<file path="src/rtl/countdown_chain_if.sv">
// ---------------------------------------------------------------------------
// countdown_chain_if
// Control/data bundle between the timer controller and countdown_chain.
//   loadn   : synchronous active-low load strobe
//   data    : BCD load value, nibble i -> digit i
//   en      : tick strobe from the 1 Hz tick generator
//   start   : request RUN
//   pause   : request PAUSED
//   up      : count direction (only with COUNTDOWN_CHAIN_UP_EN defined)
//   digits  : current BCD value, to the 7-segment driver
//   zero    : all digits are 0 (combinational)
//   tc      : one-cycle pulse on entry to DONE
//   running : block is in RUN
// Modports: master drives the controls, slave is the counter.
// ---------------------------------------------------------------------------
interface countdown_chain_if #(
    parameter int NDIGITS = 4
);
    logic                   loadn;
    logic [4*NDIGITS-1:0]   data;
    logic                   en;
    logic                   start;
    logic                   pause;
`ifdef COUNTDOWN_CHAIN_UP_EN
    logic                   up;
`endif
    logic [4*NDIGITS-1:0]   digits;
    logic                   zero;
    logic                   tc;
    logic                   running;

    modport master (
        output loadn, data, en, start, pause,
`ifdef COUNTDOWN_CHAIN_UP_EN
        output up,
`endif
        input  digits, zero, tc, running
    );

    modport slave (
        input  loadn, data, en, start, pause,
`ifdef COUNTDOWN_CHAIN_UP_EN
        input  up,
`endif
        output digits, zero, tc, running
    );
endinterface

</file>
<file path="src/rtl/countdown_chain.sv">
// ---------------------------------------------------------------------------
// countdown_chain
// Cascade of NDIGITS BCD digits counting down on a shared tick enable, each
// digit with its own maximum (DIGIT_MAX nibble i). The default configuration
// is an MM:SS timer (59:59). Run control is IDLE/RUN/PAUSED/DONE. DONE holds
// at 00:00 and emits a one-cycle tc pulse on entry.
//
// Ports:
//   clock : rising-edge clock
//   clear : asynchronous active-high reset
//   bus   : countdown_chain_if.slave (load/tick/run controls, digits/status)
//
// Optional feature, macro COUNTDOWN_CHAIN_UP_EN: adds bus.up. While RUN with
// up=1 a tick counts up with carry, and reaching all-max ends in DONE.
//
// Per-cycle priority: clear > load > pause > start > tick.
// ---------------------------------------------------------------------------

// One digit: steps when it receives a borrow/carry. bnd_o reports that the
// digit sits at its wrap boundary, so the next digit up receives the step.
module countdown_chain_digit (
    input  logic [3:0] val_i,
    input  logic [3:0] max_i,
    input  logic       step_i,
    input  logic       up_i,
    output logic [3:0] nxt_o,
    output logic       bnd_o
);
    always_comb begin
        bnd_o = up_i ? (val_i == max_i) : (val_i == 4'd0);
        nxt_o = val_i;
        if (step_i) begin
            if (up_i) nxt_o = bnd_o ? 4'd0  : val_i + 4'd1;
            else      nxt_o = bnd_o ? max_i : val_i - 4'd1;
        end
    end
endmodule

module countdown_chain #(
    parameter int                   NDIGITS   = 4,
    parameter logic [4*NDIGITS-1:0] DIGIT_MAX = 16'h5959
) (
    input  logic                 clock,
    input  logic                 clear,
    countdown_chain_if.slave     bus
);
    localparam int W = 4 * NDIGITS;

    typedef enum logic [1:0] {
        S_IDLE   = 2'd0,
        S_RUN    = 2'd1,
        S_PAUSED = 2'd2,
        S_DONE   = 2'd3
    } state_t;

    state_t         state_q, state_d;
    logic [W-1:0]   digits_q, digits_d;
    logic           tc_q, tc_d;

    logic           up_w;
    logic [W-1:0]   load_val;   // data with each nibble clamped to its max
    logic [W-1:0]   step_val;   // value after one tick in the current direction
    logic [W-1:0]   end_val;    // terminal value: 0 counting down, all-max up
    logic [NDIGITS:0] step_chain;
    logic [NDIGITS-1:0] bnd;

`ifdef COUNTDOWN_CHAIN_UP_EN
    assign up_w = bus.up;
`else
    assign up_w = 1'b0;
`endif

    // Digit 0 always steps; digit i steps when every lower digit is at its
    // boundary (0 down, max up).
    assign step_chain[0] = 1'b1;

    genvar gi;
    generate
        for (gi = 0; gi < NDIGITS; gi++) begin : g_dig
            localparam logic [3:0] DMAX = DIGIT_MAX[4*gi +: 4];

            assign load_val[4*gi +: 4] =
                (bus.data[4*gi +: 4] > DMAX) ? DMAX : bus.data[4*gi +: 4];

            countdown_chain_digit u_digit (
                .val_i  (digits_q[4*gi +: 4]),
                .max_i  (DMAX),
                .step_i (step_chain[gi]),
                .up_i   (up_w),
                .nxt_o  (step_val[4*gi +: 4]),
                .bnd_o  (bnd[gi])
            );

            assign step_chain[gi+1] = step_chain[gi] & bnd[gi];
        end
    endgenerate

    // The start guard and the DONE target follow the sampled direction, so
    // a value already at the terminal count never enters RUN.
    assign end_val = up_w ? DIGIT_MAX : '0;

    always_comb begin
        state_d  = state_q;
        digits_d = digits_q;
        tc_d     = 1'b0;
        if (!bus.loadn) begin
            digits_d = load_val;
            state_d  = S_IDLE;
        end else begin
            unique case (state_q)
                S_IDLE: begin
                    if (!bus.pause && bus.start && (digits_q != end_val))
                        state_d = S_RUN;
                end
                S_RUN: begin
                    if (bus.pause) begin
                        state_d = S_PAUSED;
                    end else if (bus.en) begin
                        digits_d = step_val;
                        if (step_val == end_val) begin
                            state_d = S_DONE;
                            tc_d    = 1'b1;
                        end
                    end
                end
                S_PAUSED: begin
                    if (!bus.pause && bus.start)
                        state_d = S_RUN;
                end
                S_DONE: begin
                    state_d = S_DONE;
                end
                default: state_d = S_IDLE;
            endcase
        end
    end

    always_ff @(posedge clock or posedge clear) begin
        if (clear) begin
            state_q  <= S_IDLE;
            digits_q <= '0;
            tc_q     <= 1'b0;
        end else begin
            state_q  <= state_d;
            digits_q <= digits_d;
            tc_q     <= tc_d;
        end
    end

    assign bus.digits  = digits_q;
    assign bus.zero    = (digits_q == '0);
    assign bus.tc      = tc_q;
    assign bus.running = (state_q == S_RUN);
endmodule

</file>
<file path="src/flat_wrapper.sv">
// flat-port wrapper written by rule: the top's interface ports become plain ports
module countdown_chain_flat 
#(
    parameter int                   NDIGITS   = 4,
    parameter logic [4*NDIGITS-1:0] DIGIT_MAX = 16'h5959
)
  (clock, clear, bus_loadn, bus_data, bus_en, bus_start, bus_pause, bus_digits, bus_zero, bus_tc, bus_running);
  countdown_chain_if #(.NDIGITS(NDIGITS)) bus_i ();
  input  logic clock;
  input  logic clear;
  input wire logic [$bits(bus_i.loadn)-1:0] bus_loadn;
  input wire logic [$bits(bus_i.data)-1:0] bus_data;
  input wire logic [$bits(bus_i.en)-1:0] bus_en;
  input wire logic [$bits(bus_i.start)-1:0] bus_start;
  input wire logic [$bits(bus_i.pause)-1:0] bus_pause;
  output wire logic [$bits(bus_i.digits)-1:0] bus_digits;
  output wire logic [$bits(bus_i.zero)-1:0] bus_zero;
  output wire logic [$bits(bus_i.tc)-1:0] bus_tc;
  output wire logic [$bits(bus_i.running)-1:0] bus_running;
  assign bus_i.loadn = bus_loadn;
  assign bus_i.data = bus_data;
  assign bus_i.en = bus_en;
  assign bus_i.start = bus_start;
  assign bus_i.pause = bus_pause;
  assign bus_digits = bus_i.digits;
  assign bus_zero = bus_i.zero;
  assign bus_tc = bus_i.tc;
  assign bus_running = bus_i.running;
  countdown_chain #(.NDIGITS(NDIGITS), .DIGIT_MAX(DIGIT_MAX)) u_core (.clock(clock), .clear(clear), .bus(bus_i));
endmodule
</file>
<file path="config.mk">
export PLATFORM = sky130hd
export DESIGN_NAME = countdown_chain_flat
export DESIGN_NICKNAME = d
export VERILOG_FILES = /design/src/rtl/countdown_chain_if.sv /design/src/rtl/countdown_chain.sv /design/src/flat_wrapper.sv
export SDC_FILE = /design/constraint.sdc
export NUM_CORES = 1
export LEC_CHECK = 0
export BUFFER_PORTS_ARGS = -buffer_cell sky130_fd_sc_hd__buf_2
export CAP_MARGIN = 20
export CORE_MARGIN = 10
export CORE_UTILIZATION = 35
export DETAILED_ROUTE_END_ITERATION = 10
export GPL_TIMING_DRIVEN = 1
export PLACE_DENSITY = 0.58
export SLEW_MARGIN = 20
export SYNTH_ARGS = -nofsm -noshare
export SYNTH_HDL_FRONTEND = slang
export SYNTH_HIERARCHICAL = 1
export SYNTH_SLANG_ARGS = --single-unit
export TNS_END_PERCENT = 100
</file>
<file path="constraint.sdc">
create_clock -name clock -period 3.3 [get_ports clock]
set_clock_uncertainty 0.15 [all_clocks]
set_input_delay 0.99 -clock clock [delete_from_list [all_inputs] [get_ports clock]]
set_output_delay 0.99 -clock clock [all_outputs]
set_load 0.01 [all_outputs]
</file>
==> flow_metrics.py <==
metrics = {
    "outcome": {
        "status": "finished clean",
    },
    "layout": {
        "layout-area-overhead-vs-synth_pct": 20.6,
        "antenna_cells_inserted": 0,
        "mostFrequentLayoutCells": "sky130_fd_sc_hd__conb_1, sky130_fd_sc_hd__buf_2, sky130_fd_sc_hd__nor2_1",
        "post_route_cells_drive_above_1_share": 0.243,
        "final_nets": 393,
        "mostFrequentLayoutCell": "sky130_fd_sc_hd__conb_1",
    },
    "global_routing": {
        "grt_first_pass_wirelength_um": 11300,
        "via_count_of_the_first_global_routing_pass": 2289,
        "antenna_found_initial": 0,
        "global_route.usage.total": 0.130,
        "grt_start_max_net_pins": 25,
        "grt_overflow": 0,
    },
    "sta": {
        "worst_slack_ps": 210,
        "total_setup_violations_reported_at_the_end_of_the_flow": 0,
        "post-route-period-util": 0.936,
        "rsz0062_at_grt": "false",
        "final-max-slew-violation-count": 0,
        "peak_freq_mhz": 324,
        "final_critical_path_time_including_i_o_delays_and_setup_ps": 3090,
        "finalSetupTns_ps": 0,
        "timing.final.hold_violations": 0,
        "worst_pin_slew_ps": 823,
        "slew_headroom": 0.451,
    },
    "worst_setup_path": {
        "critical_path_arrival_ps": 3080,
        "cp_cell_sequence": "inv_1 -> ha_1 -> or3b_4 -> mux2i_1 -> and2_1 -> buf_4 -> nor2_1 -> a211o_1 -> o221ai_2 -> nor4b_1 -> a211oi_1 -> nor4_1",
        "worstSetupPathType": "flop to flop",
        "worst_path_largest_cell_delay_ps": 420,
        "cp_slowest_cell": "sky130_fd_sc_hd__or3b_4",
        "crit_family": "simple AND/OR/NAND/NOR gates",
        "critPathLaunchType": "flop",
        "critPathRequiredTime_ps": 3290,
        "endpoint_kind": "flop",
        "crit_path_max_fanout": 7,
        "cp_num_buf_inv": 2,
    },
    "clocking": {
        "cts.path.max_buffers": 2,
        "clockRootBuffer": "sky130_fd_sc_hd__clkbuf_8",
        "cts.repair.resized": 0,
        "post-cts-setup-buffer-count": 0,
        "clock_buffer_count_from_cts": 3,
        "clock_latency_ps": 260,
        "cts_tree": "built",
        "cts_htree_levels": 1,
        "clk_transition_reported_paths_ps": 80,
        "cts.sink_count": 19,
        "holdBufCountCts": 0,
    },
    "place": {
        "place_hpwl_um": 5190,
        "dp_worst_setup_slack_ps": 289,
        "routabilityCongestion": 0.829,
        "portBuffers": 40,
    },
    "routing": {
        "detail_route.iter0.violations": 208,
        "drt-wirelength-per-cell_um": 15.7,
        "route.final.wire_length_um": 6880,
        "detailroute.via_count": 2409,
        "number_of_nets_with_antenna_violations_after_routing": 0,
        "post_drt_via_cell_ratio": 5.49,
        "post-route-drc-count": 0,
        "drtPass1Iterations": 5,
    },
    "floorplan": {
        "core-area_um2": 6390,
        "die_w_um": 101,
        "num_io_pins": 41,
        "dieArea_um2": 10200,
        "start_util": 0.361,
        "die_height_um": 101,
        "floorplan.rows": 29,
    },
    "yosys": {
        "mean_instance_size_in_the_synthesized_netlist_um2": 8.09,
        "syn-instance-count": 285,
        "syn-cell-area_um2": 2310,
        "synthesis.yosys.warnings": 6,
    },
    "run": {
        "max-cap-violations": 0,
    },
    "power": {
        "ir_drop_mv": 0.183,
        "power-per-cell-area_nw_per_um2": 357,
        "power_leakage_nw": 1.25,
    },
    "hold_path": {
        "worstHoldPathType": "flop to flop",
    },
}
-- metrics by stage --
stage | hold slack [ps] | cell area [um2] | util | power [mW] | cells
global placement | 489 | 2740 | 0.428 | 0.819 | 435
floorplan | 416 | 2460 | - | 0.676 | 325
global route | 558 | 2780 | 0.436 | 1.07 | 439
finish | 509 | 2780 | 0.436 | 0.994 | 439
detailed placement | 492 | 2740 | 0.428 | 0.823 | 435
CTS | 509 | 2780 | 0.436 | 0.993 | 439
-- worst min-delay path: cells and delay by family, from the launching register on --
kind | cells | cell delay, ps
flip-flops | 1 | 430
AO/OA/AOI/OAI | 2 | 180
-- registers in the layout, indices dropped and copies added, names as in the netlist --
signal / cells
u_core/bus.tc: 1
u_core/bus.digits: 16
u_core/state_q: 2
-- routing by layer --
layer / track usage / wire length [um] / vias to the layer above / part of all wire
li1: - / - / 1197 / -
met1: 0.175 / 3220 / 1127 / 0.47
met2: 0.218 / 3310 / 79 / 0.48
met3: 0.0238 / 293 / 6 / 0.043
met4: 0.0139 / 53 / 0 / 0.0077
met5: 0 / 0 / - / 0
-- final cells by class --
| class | instances | area, um2 |
|---|---|---|
| multi-input cells | 265 | 1780 |
| clock buffers | 4 | 45.0 |
| fillers | 665 | 3600 |
| inverters | 18 | 67.6 |
| repair buffers | 56 | 320 |
| flip-flops and latches | 19 | 475 |
| well taps | 77 | 96.3 |
-- report_power, final --
part / internal (mW) / switching [mW] / leakage [nW]
registers: 0.262 / 0.0238 / 0.232
clock network: 0.0860 / 0.0830 / 0.0228
logic: 0.235 / 0.305 / 0.994
total: 0.582 / 0.411 / 1.25
-- worst paths after layout --
path	start	endpoint	slack (ps)	depth (start not counted)
max in group asynchronous	clear	u_core/bus.digits[14]	1760	2
worst min register to register	u_core/state_q[0]	u_core/state_q[0]	510	2
worst max-delay path	u_core/bus.digits[0]	u_core/state_q[1]	210	12
worst max register to register	u_core/bus.digits[0]	u_core/state_q[1]	210	12
min in group asynchronous	clear	u_core/bus.digits[5]	730	2
worst min-delay path	u_core/state_q[0]	u_core/state_q[0]	510	2
Power figures use the tool's default switching activity.
